File: src/rtl/pipeline_ctrl_pkg.sv
// Shared types and helpers for the pipeline hazard/sequencing controller.
package pipeline_ctrl_pkg;

  localparam int REG_IDX_W = 5;

  typedef enum logic [1:0] {
    RUN    = 2'd0,
    DRAIN  = 2'd1,
    HALTED = 2'd2
  } state_t;

  // A load in EX feeding a register the ID instruction reads; x0 never hazards.
  function automatic logic load_use_hazard(
    input logic [REG_IDX_W-1:0] rs1,
    input logic [REG_IDX_W-1:0] rs2,
    input logic                 uses_rs2,
    input logic [REG_IDX_W-1:0] rd,
    input logic                 memread,
    input logic                 regwrite
  );
    return memread && regwrite && (rd != {REG_IDX_W{1'b0}}) &&
           ((rd == rs1) || (uses_rs2 && (rd == rs2)));
  endfunction

endpackage

File: src/rtl/pipeline_ctrl_if.sv
// Hazard inputs from the pipeline and the strobes the controller returns.
interface pipeline_ctrl_if;
  import pipeline_ctrl_pkg::*;

  logic [REG_IDX_W-1:0] id_rs1;
  logic [REG_IDX_W-1:0] id_rs2;
  logic                 id_uses_rs2;
  logic [REG_IDX_W-1:0] ex_rd;
  logic                 ex_memread;
  logic                 ex_regwrite;
  logic                 mem_branch_taken;
  logic                 dmem_req;
  logic                 dmem_ready;
  logic                 halt_req;

  logic pc_en;
  logic ifid_en;
  logic idex_en;
  logic exmem_en;
  logic memwb_en;
  logic ifid_flush;
  logic idex_flush;
  logic exmem_flush;
  logic pc_sel_branch;

  modport master (
    output id_rs1, id_rs2, id_uses_rs2, ex_rd, ex_memread, ex_regwrite,
           mem_branch_taken, dmem_req, dmem_ready, halt_req,
    input  pc_en, ifid_en, idex_en, exmem_en, memwb_en,
           ifid_flush, idex_flush, exmem_flush, pc_sel_branch
  );

  modport slave (
    input  id_rs1, id_rs2, id_uses_rs2, ex_rd, ex_memread, ex_regwrite,
           mem_branch_taken, dmem_req, dmem_ready, halt_req,
    output pc_en, ifid_en, idex_en, exmem_en, memwb_en,
           ifid_flush, idex_flush, exmem_flush, pc_sel_branch
  );

endinterface

File: src/rtl/pipeline_ctrl_sat_counter.sv
// Saturating up-counter clocked on the falling edge like the pipeline registers.
module sat_counter #(
  parameter int W = 16
) (
  input  logic         clk,
  input  logic         reset,
  input  logic         inc,
  output logic [W-1:0] count
);

  // Count up on inc, holding at all ones instead of wrapping.
  always_ff @(negedge clk or negedge reset) begin
    if (!reset) begin
      count <= {W{1'b0}};
    end else if (inc && (count != {W{1'b1}})) begin
      count <= count + W'(1);
    end else begin
      count <= count;
    end
  end

endmodule

File: src/rtl/pipeline_ctrl.sv
// Hazard and sequencing controller: stalls, branch flushes, memory waits,
// halt/drain sequencing, performance counters and memory-timeout flag.
module pipeline_ctrl
  import pipeline_ctrl_pkg::*;
#(
  parameter int DRAIN_CYCLES = 4,
  parameter int MEM_TIMEOUT  = 255,
  parameter int CNT_W        = 16
) (
  input  logic             clk,
  input  logic             reset,
  pipeline_ctrl_if.slave   bus,
  output logic             halted,
  output logic             mem_timeout,
  output logic [CNT_W-1:0] stall_count,
  output logic [CNT_W-1:0] flush_count
);

  localparam int WAIT_W  = $clog2(MEM_TIMEOUT + 1);
  localparam int DRAIN_W = $clog2(DRAIN_CYCLES + 1);
  localparam logic [WAIT_W-1:0]  WAIT_MAX   = WAIT_W'(MEM_TIMEOUT);
  localparam logic [DRAIN_W-1:0] DRAIN_LAST = DRAIN_W'(DRAIN_CYCLES - 1);

  state_t              state_r;
  state_t              state_s;
  logic [WAIT_W-1:0]   wait_cnt_r;
  logic [DRAIN_W-1:0]  drain_cnt_r;
  logic                halted_r;
  logic                timeout_r;

  logic mem_wait_s;
  logic load_use_s;
  logic stall_inc_s;
  logic flush_inc_s;
  logic pc_en_s, ifid_en_s, idex_en_s, exmem_en_s, memwb_en_s;
  logic ifid_flush_s, idex_flush_s, exmem_flush_s, pc_sel_branch_s;

  assign mem_wait_s = bus.dmem_req && !bus.dmem_ready;
  assign load_use_s = load_use_hazard(bus.id_rs1, bus.id_rs2, bus.id_uses_rs2,
                                      bus.ex_rd, bus.ex_memread, bus.ex_regwrite);

  // Strobes, counter increments and next state from the current state and hazards.
  always_comb begin
    state_s         = state_r;
    stall_inc_s     = 1'b0;
    flush_inc_s     = 1'b0;
    pc_en_s         = 1'b0;
    ifid_en_s       = 1'b0;
    idex_en_s       = 1'b0;
    exmem_en_s      = 1'b0;
    memwb_en_s      = 1'b0;
    ifid_flush_s    = 1'b0;
    idex_flush_s    = 1'b0;
    exmem_flush_s   = 1'b0;
    pc_sel_branch_s = 1'b0;
    if (!reset) begin
      // Load bubbles everywhere while reset is held.
      {pc_en_s, ifid_en_s, idex_en_s, exmem_en_s, memwb_en_s} = 5'b11111;
      {ifid_flush_s, idex_flush_s, exmem_flush_s}              = 3'b111;
      state_s = RUN;
    end else begin
      case (state_r)
        RUN: begin
          if (mem_wait_s) begin
            stall_inc_s = 1'b1;
          end else if (bus.mem_branch_taken) begin
            {pc_en_s, ifid_en_s, idex_en_s, exmem_en_s, memwb_en_s} = 5'b11111;
            {ifid_flush_s, idex_flush_s, exmem_flush_s}              = 3'b111;
            pc_sel_branch_s = 1'b1;
            flush_inc_s     = 1'b1;
          end else if (load_use_s) begin
            {idex_en_s, exmem_en_s, memwb_en_s} = 3'b111;
            idex_flush_s = 1'b1;
            stall_inc_s  = 1'b1;
          end else begin
            {pc_en_s, ifid_en_s, idex_en_s, exmem_en_s, memwb_en_s} = 5'b11111;
          end
          // A pending branch (even one frozen by a wait) must flush before draining.
          if (bus.halt_req && !bus.mem_branch_taken) begin
            state_s = DRAIN;
          end else begin
            state_s = RUN;
          end
        end
        DRAIN: begin
          if (mem_wait_s) begin
            stall_inc_s = 1'b1;
          end else begin
            {idex_en_s, exmem_en_s, memwb_en_s} = 3'b111;
            idex_flush_s = 1'b1;
          end
          if (!bus.halt_req) begin
            state_s = RUN;
          end else if (!mem_wait_s && (drain_cnt_r == DRAIN_LAST)) begin
            state_s = HALTED;
          end else begin
            state_s = DRAIN;
          end
        end
        HALTED: begin
          if (!bus.halt_req) begin
            state_s = RUN;
          end else begin
            state_s = HALTED;
          end
        end
        default: begin
          state_s = RUN;
        end
      endcase
    end
  end

  // State register, drain progress and halted flag.
  always_ff @(negedge clk or negedge reset) begin
    if (!reset) begin
      state_r     <= RUN;
      drain_cnt_r <= {DRAIN_W{1'b0}};
      halted_r    <= 1'b0;
    end else begin
      state_r  <= state_s;
      halted_r <= (state_s == HALTED);
      if ((state_r == DRAIN) && (state_s == DRAIN)) begin
        drain_cnt_r <= mem_wait_s ? drain_cnt_r : drain_cnt_r + DRAIN_W'(1);
      end else begin
        drain_cnt_r <= {DRAIN_W{1'b0}};
      end
    end
  end

  // Consecutive wait-state counter and sticky timeout flag.
  always_ff @(negedge clk or negedge reset) begin
    if (!reset) begin
      wait_cnt_r <= {WAIT_W{1'b0}};
      timeout_r  <= 1'b0;
    end else if (mem_wait_s) begin
      wait_cnt_r <= (wait_cnt_r == WAIT_MAX) ? wait_cnt_r : wait_cnt_r + WAIT_W'(1);
      timeout_r  <= timeout_r || (wait_cnt_r >= (WAIT_MAX - WAIT_W'(1)));
    end else begin
      wait_cnt_r <= {WAIT_W{1'b0}};
      timeout_r  <= timeout_r;
    end
  end

  sat_counter #(.W(CNT_W)) u_stall_cnt (
    .clk   (clk),
    .reset (reset),
    .inc   (stall_inc_s),
    .count (stall_count)
  );

  sat_counter #(.W(CNT_W)) u_flush_cnt (
    .clk   (clk),
    .reset (reset),
    .inc   (flush_inc_s),
    .count (flush_count)
  );

  assign bus.pc_en         = pc_en_s;
  assign bus.ifid_en       = ifid_en_s;
  assign bus.idex_en       = idex_en_s;
  assign bus.exmem_en      = exmem_en_s;
  assign bus.memwb_en      = memwb_en_s;
  assign bus.ifid_flush    = ifid_flush_s;
  assign bus.idex_flush    = idex_flush_s;
  assign bus.exmem_flush   = exmem_flush_s;
  assign bus.pc_sel_branch = pc_sel_branch_s;
  assign halted            = halted_r;
  assign mem_timeout       = timeout_r;

endmodule

File: src/flat_wrapper.sv
// flat-port wrapper written by rule: the top's interface ports become plain ports
module pipeline_ctrl_flat import pipeline_ctrl_pkg::*;
#(
  parameter int DRAIN_CYCLES = 4,
  parameter int MEM_TIMEOUT  = 255,
  parameter int CNT_W        = 16
)
  (clk, reset, halted, mem_timeout, stall_count, flush_count, bus_id_rs1, bus_id_rs2, bus_id_uses_rs2, bus_ex_rd, bus_ex_memread, bus_ex_regwrite, bus_mem_branch_taken, bus_dmem_req, bus_dmem_ready, bus_halt_req, bus_pc_en, bus_ifid_en, bus_idex_en, bus_exmem_en, bus_memwb_en, bus_ifid_flush, bus_idex_flush, bus_exmem_flush, bus_pc_sel_branch);
  pipeline_ctrl_if bus_i ();
  input  logic clk;
  input  logic reset;
  output logic halted;
  output logic mem_timeout;
  output logic [CNT_W-1:0] stall_count;
  output logic [CNT_W-1:0] flush_count;
  input wire logic [$bits(bus_i.id_rs1)-1:0] bus_id_rs1;
  input wire logic [$bits(bus_i.id_rs2)-1:0] bus_id_rs2;
  input wire logic [$bits(bus_i.id_uses_rs2)-1:0] bus_id_uses_rs2;
  input wire logic [$bits(bus_i.ex_rd)-1:0] bus_ex_rd;
  input wire logic [$bits(bus_i.ex_memread)-1:0] bus_ex_memread;
  input wire logic [$bits(bus_i.ex_regwrite)-1:0] bus_ex_regwrite;
  input wire logic [$bits(bus_i.mem_branch_taken)-1:0] bus_mem_branch_taken;
  input wire logic [$bits(bus_i.dmem_req)-1:0] bus_dmem_req;
  input wire logic [$bits(bus_i.dmem_ready)-1:0] bus_dmem_ready;
  input wire logic [$bits(bus_i.halt_req)-1:0] bus_halt_req;
  output wire logic [$bits(bus_i.pc_en)-1:0] bus_pc_en;
  output wire logic [$bits(bus_i.ifid_en)-1:0] bus_ifid_en;
  output wire logic [$bits(bus_i.idex_en)-1:0] bus_idex_en;
  output wire logic [$bits(bus_i.exmem_en)-1:0] bus_exmem_en;
  output wire logic [$bits(bus_i.memwb_en)-1:0] bus_memwb_en;
  output wire logic [$bits(bus_i.ifid_flush)-1:0] bus_ifid_flush;
  output wire logic [$bits(bus_i.idex_flush)-1:0] bus_idex_flush;
  output wire logic [$bits(bus_i.exmem_flush)-1:0] bus_exmem_flush;
  output wire logic [$bits(bus_i.pc_sel_branch)-1:0] bus_pc_sel_branch;
  assign bus_i.id_rs1 = bus_id_rs1;
  assign bus_i.id_rs2 = bus_id_rs2;
  assign bus_i.id_uses_rs2 = bus_id_uses_rs2;
  assign bus_i.ex_rd = bus_ex_rd;
  assign bus_i.ex_memread = bus_ex_memread;
  assign bus_i.ex_regwrite = bus_ex_regwrite;
  assign bus_i.mem_branch_taken = bus_mem_branch_taken;
  assign bus_i.dmem_req = bus_dmem_req;
  assign bus_i.dmem_ready = bus_dmem_ready;
  assign bus_i.halt_req = bus_halt_req;
  assign bus_pc_en = bus_i.pc_en;
  assign bus_ifid_en = bus_i.ifid_en;
  assign bus_idex_en = bus_i.idex_en;
  assign bus_exmem_en = bus_i.exmem_en;
  assign bus_memwb_en = bus_i.memwb_en;
  assign bus_ifid_flush = bus_i.ifid_flush;
  assign bus_idex_flush = bus_i.idex_flush;
  assign bus_exmem_flush = bus_i.exmem_flush;
  assign bus_pc_sel_branch = bus_i.pc_sel_branch;
  pipeline_ctrl #(.DRAIN_CYCLES(DRAIN_CYCLES), .MEM_TIMEOUT(MEM_TIMEOUT), .CNT_W(CNT_W)) u_core (.clk(clk), .reset(reset), .bus(bus_i), .halted(halted), .mem_timeout(mem_timeout), .stall_count(stall_count), .flush_count(flush_count));
endmodule
File: config.mk
export PLATFORM = sky130hd
export DESIGN_NAME = pipeline_ctrl_flat
export DESIGN_NICKNAME = d
export VERILOG_FILES = /design/src/rtl/pipeline_ctrl_pkg.sv /design/src/rtl/pipeline_ctrl_if.sv /design/src/rtl/pipeline_ctrl_sat_counter.sv /design/src/rtl/pipeline_ctrl.sv /design/src/flat_wrapper.sv
export SDC_FILE = /design/constraint.sdc
export NUM_CORES = 1
export LEC_CHECK = 0
export CAP_MARGIN = 20
export CORE_ASPECT_RATIO = 0.9
export CORE_MARGIN = 1.5
export CORE_UTILIZATION = 28
export DETAILED_ROUTE_END_ITERATION = 8
export GPL_TIMING_DRIVEN = 1
export PLACE_DENSITY = 0.5
export SYNTH_ARGS = -nofsm -noshare
export SYNTH_HDL_FRONTEND = slang
export SYNTH_SLANG_ARGS = --single-unit
File: constraint.sdc
create_clock -name clk -period 2 [get_ports clk]
set_clock_uncertainty 0.15 [all_clocks]
set_input_delay 0.3 -clock clk [delete_from_list [all_inputs] [get_ports clk]]
set_output_delay 0.3 -clock clk [all_outputs]
set_load 0.1 [all_outputs]
Yosys cells after proc, flatten, opt, wreduce, memory -nomap -nowiden:

Cells that the tools add are included.

* register bits: 47
* input bits: 24
* output and inout bits: 43

* add/sub/neg operators: 4
* $lt $le $gt $ge: 1
* equality and inequality tests: 12
* mux-type cells: 33
* reductions and logical operators: 18

Operators with widths (number)
* $add 16x1->16 const B: 2
* $ne 16x16->1 const B: 2
* $mux 1: 22
* $mux 8: 2
* $eq 5x5->1: 2
* $logic_and 1x1->1: 10
* $add 8x1->8 const B: 1
* $eq 8x8->1 const B: 1
* $ge 8x8->1 const B: 1
* $mux 2: 4
* $mux 3: 2
* $pmux 2 s3: 1
* $reduce_bool 5->1: 1
* $eq 2x1->1 const B: 2
* $eq 2x2->1 const B: 2
* $ne 2x2->1 const B: 2
* $pmux 1 s2: 2
* $add 3x1->3 const B: 1
* $eq 3x2->1 const B: 1
* $logic_not 1->1: 3
* $logic_not 2->1: 1
* $logic_or 1x1->1: 2
* $reduce_or 2->1: 1

Logic depth before layout (Yosys ltp):

* word-level depth: 11
* mapped depth: 8
* gate-level depth less buffers: 7

Modules after synthesis:

Synthesis repeated with hierarchy kept, for this count alone.

* cells, all modules: 254
* area, all modules: 2621.3 µm²

Modules (own cells, without submodules)
* pipeline_ctrl: instances 1, cells each 110, area an instance 979.7 µm², seq. area each 375.4 µm²
* sat_counter at u_core.u_flush_cnt: instances 1, cells each 72, area an instance 859.6 µm², seq. area each 400.4 µm²
* sat_counter at u_core.u_stall_cnt: instances 1, cells each 72, area an instance 782.0 µm², seq. area each 400.4 µm²

==> impl_metrics.py <==
metrics = {
    "synth": {
        "synth_area_sq_mm": 0.00248,
        "yosysTopAreaCellShare_pct": 47.4,
        "syn_inst": 246,
        "synth_mux_area_share_pct": 0.908,
        "syn_nets": 276,
        "yosysMostFrequentCell": "dfrtn_1",
        "synth-seq-cells": 47,
        "synth_top_area_cell": "dfrtn_1",
        "synthAdderAreaFrac_pct": 3.03,
        "synth_commonest_cells": "dfrtn_1, nand2_1, xnor2_1, nor2_1, xor2_1",
        "synth_compound_area_share_pct": 6.81,
        "yosysUniqueCellTypes": 42,
        "synth-edff-count": 0,
        "synth_ff_type": "dfrtn_1",
        "synth-xor-area-share_pct": 15.9,
        "synth-seq-area-share_pct": 47.4,
        "ys_warn_count": 0,
        "synthTopCellsByArea": "dfrtn_1, xnor2_1, xor2_1",
        "synth-simple-area-share_pct": 22.5,
        "synth_top_family_by_area": "simple AND/OR/NAND/NOR gates",
        "syn_area_per_cell_sq_um": 10.1,
        "synthArstFlopShare_pct": 100,
    },
    "clock_network": {
        "h-tree-depth": 2,
        "ctsRootBufferMaster": "clkbuf_8",
        "cts_tree": "done",
        "clkSinkCount": 47,
        "clk_pin_slew_ns": 0.06,
        "insertion_delay_ns": 0.30,
        "cts_buffers": 5,
        "clk_path_buf_depth": 2,
    },
    "place": {
        "place.gp.congestion": 0.755,
        "placed_cells": 503,
        "place_area_sq_mm": 0.00450,
        "portBuffers": 66,
        "dp_hpwl_um": 4850,
        "dp_slack_ns": -1.49,
    },
    "worst_setup_path": {
        "ff2ff_path_depth": 10,
        "end_kind": "flop",
        "r2r-start": "u_core.u_stall_cnt.count[0]",
        "critPathMaxFanout": 6,
        "r2r_slack_ns": -0.45,
        "r2r_end": "u_core.u_stall_cnt.count[12]",
        "worstPathRequired_ns": 0.99,
        "worstSetupEndpoint": "u_core.u_stall_cnt.count[12]",
        "worstSetupStartpointType": "primary input",
        "path_class": "in2reg",
        "cp-startpoint": "bus_ex_rd[4]",
        "worstPathArrival_ns": 1.84,
    },
    "power_and_ir_drop": {
        "comb_power_share_pct": 56.8,
        "seq_power_share_pct": 29.2,
        "vdd_drop_max_mv": 0.706,
        "swShare_pct": 43.5,
        "internal_power_mw": 2.32,
        "power_density_mw_per_mm2": 784,
        "p_leak_nw": 2.46,
        "p_clk_share_pct": 14.0,
        "total_power_mw": 4.10,
        "p_switching_mw": 1.78,
    },
    "cells_and_area": {
        "area_growth_pct": 111,
        "fillers": 736,
        "layout-drive-gt1-share_pct": 56.5,
        "n_antenna_cell": 0,
        "fin_area_sq_mm": 0.00523,
        "nNetsFinal": 457,
        "final_cells": 547,
    },
    "timing": {
        "max_slew_margin_pct": 62.6,
        "setup_viol": 75,
        "tightest_slew_ns": 0.556,
        "fin_ws_ns": -0.843,
        "rsz0062_at_grt": "true",
        "hold_violations": 0,
        "slew_violations": 0,
    },
    "die": {
        "die-width_um": 102,
        "die-area_sq_mm": 0.00943,
        "die_h_um": 92.3,
        "core_area_sq_mm": 0.00857,
        "ioPinCount": 67,
        "initial_utilization_pct": 28.9,
        "rows": 32,
    },
    "global_route": {
        "grt_max_degree": 37,
        "grt_use_total_pct": 15.4,
        "grt_pass1_wl_um": 11500,
        "antenna_found_initial": 0,
        "grt-ovfl-total": 0,
        "grt_pass1_vias": 2433,
    },
    "drt": {
        "wl_per_cell_um": 12.7,
        "num_vias": 2413,
        "first_iter_violations": 44,
        "ant_nets": 0,
        "vias_per_cell": 4.41,
        "drc_errors": 0,
        "wl_um": 6940,
        "drt_first_pass_iters": 4,
    },
    "status": {
        "outcome": "complete, but fails checks",
        "violations": "negative setup slack",
    },
    "min_path": {
        "min-delay-path-class": "reg2reg",
    },
    "job": {
        "maxCapViolCount": 0,
    },
}
## registers in the layout, summed over array words and instances (netlist names)
| register | flops |
|---|---|
| u_core.halted | 1 |
| u_core.u_flush_cnt.count | 16 |
| u_core.wait_cnt_r | 8 |
| u_core.mem_timeout | 1 |
| u_core.u_stall_cnt.count | 16 |
| u_core.drain_cnt_r | 3 |
| u_core.state_r | 2 |
## logic make-up (layout without fill, tap and decap cells)
kind of cell	Yosys count	in the layout
compound gates	22	22
xor+xnor	45	45
fa+ha+maj	6	6
buf+inv	16	198
flops	47	47
mux	2	2
simple gates	108	108
## per-layer routing
metal / global-route usage [%] / vias up / part of all wire, %
met3: 3.20 / 11 / 3.5
li1: - / 1207 / -
met1: 19.6 / 1155 / 43
met2: 26.4 / 40 / 52
met5: 0 / - / 0
met4: 4.00 / 0 / 1.3
## area by class of cell
| cell class | instances | area, sq um | area share, % |
|---|---|---|---|
| clock buffer | 6 | 72.6 | 1.39 |
| tap | 119 | 149 | 2.85 |
| inverter | 7 | 26.3 | 0.503 |
| timing repair buffer | 183 | 2130 | 40.8 |
| multi-input combinational | 183 | 1660 | 31.7 |
| clock inverter | 2 | 12.5 | 0.239 |
| sequential | 47 | 1180 | 22.5 |
## how the worst min path moves through the flow
stage / from / end / slack, ns / depth (start not counted)
6_report: u_core.wait_cnt_r[2] / u_core.wait_cnt_r[2] / 0.29 / 1
5_1_grt: u_core.wait_cnt_r[2] / u_core.wait_cnt_r[2] / 0.31 / 1
3_3_place_gp: u_core.wait_cnt_r[2] / u_core.wait_cnt_r[2] / 0.28 / 1
4_1_cts: u_core.wait_cnt_r[2] / u_core.wait_cnt_r[2] / 0.29 / 1
3_5_place_dp: u_core.wait_cnt_r[2] / u_core.wait_cnt_r[2] / 0.30 / 1
2_1_floorplan: u_core.wait_cnt_r[2] / u_core.wait_cnt_r[2] / 0.25 / 1
## what timing repair did
item,CTS,global route
gates cloned,1,1
setup endpoints to repair,90,76
gates resized for setup,96,33
setup buffers,23,16
hold endpoints to repair,0,0
pin swaps,45,28
hold buffers,0,0
## stage by stage
step | hold WS [ns] | setup TNS (ns) | utilization (%)
CTS | 0.294 | -43.45 | 58.5
global placement | 0.282 | -59.11 | 52.6
global route | 0.310 | -45.85 | 61.0
detailed placement | 0.300 | -59.74 | 52.6
finish | 0.292 | -42.42 | 61.0
floorplan | 0.253 | -60.42 | -
## layout by cell type (no fill, tap or decap), types with 2 or more instances in the layout
cell type	Yosys	routed
clkdlybuf4s15_1	0	3
a21oi_1	4	3
nand2_2	0	5
clkbuf_8	0	5
mux2_4	0	2
nor2b_4	0	2
buf_8	0	3
nor2_2	0	2
xnor2_2	0	9
o21ai_4	0	2
and4_1	2	2
clkbuf_2	0	2
nand3_2	0	4
nor3_1	9	2
xor2_2	0	2
inv_1	7	7
nand2_1	26	19
buf_12	0	49
o21ai_0	5	3
dfrtn_1	47	47
ha_1	6	6
nand3_1	14	9
dlygate4sd2_1	0	9
nor2_1	25	17
and3_1	3	3
nor3_4	0	10
nor2_4	0	6
xor2_1	19	17
nor4_4	0	2
buf_4	4	94
nand2_4	0	2
nor3_2	6	3
buf_6	1	18
nand4_1	10	10
xnor2_1	26	17
a211oi_2	1	3
## power groups by stage
stage               Combinational (mW)  Clock [mW]  Sequential (mW)
global placement                  2.11           0             1.21
floorplan                        0.382           0             1.99
detailed placement                2.11           0             1.21
finish                            2.33       0.574             1.20
global route                      2.42       0.632             1.21
CTS                               2.27       0.596             1.20
## critical path: stages
cell      delay (ns)
buf_6           0.09
or4_4           0.54
o211ai_2        0.16
a211oi_2        0.08
a21oi_4         0.21
buf_12          0.17
buf_12          0.11
nor3_4          0.03
xor2_1          0.15
Power figures use the tool's default switching activity.
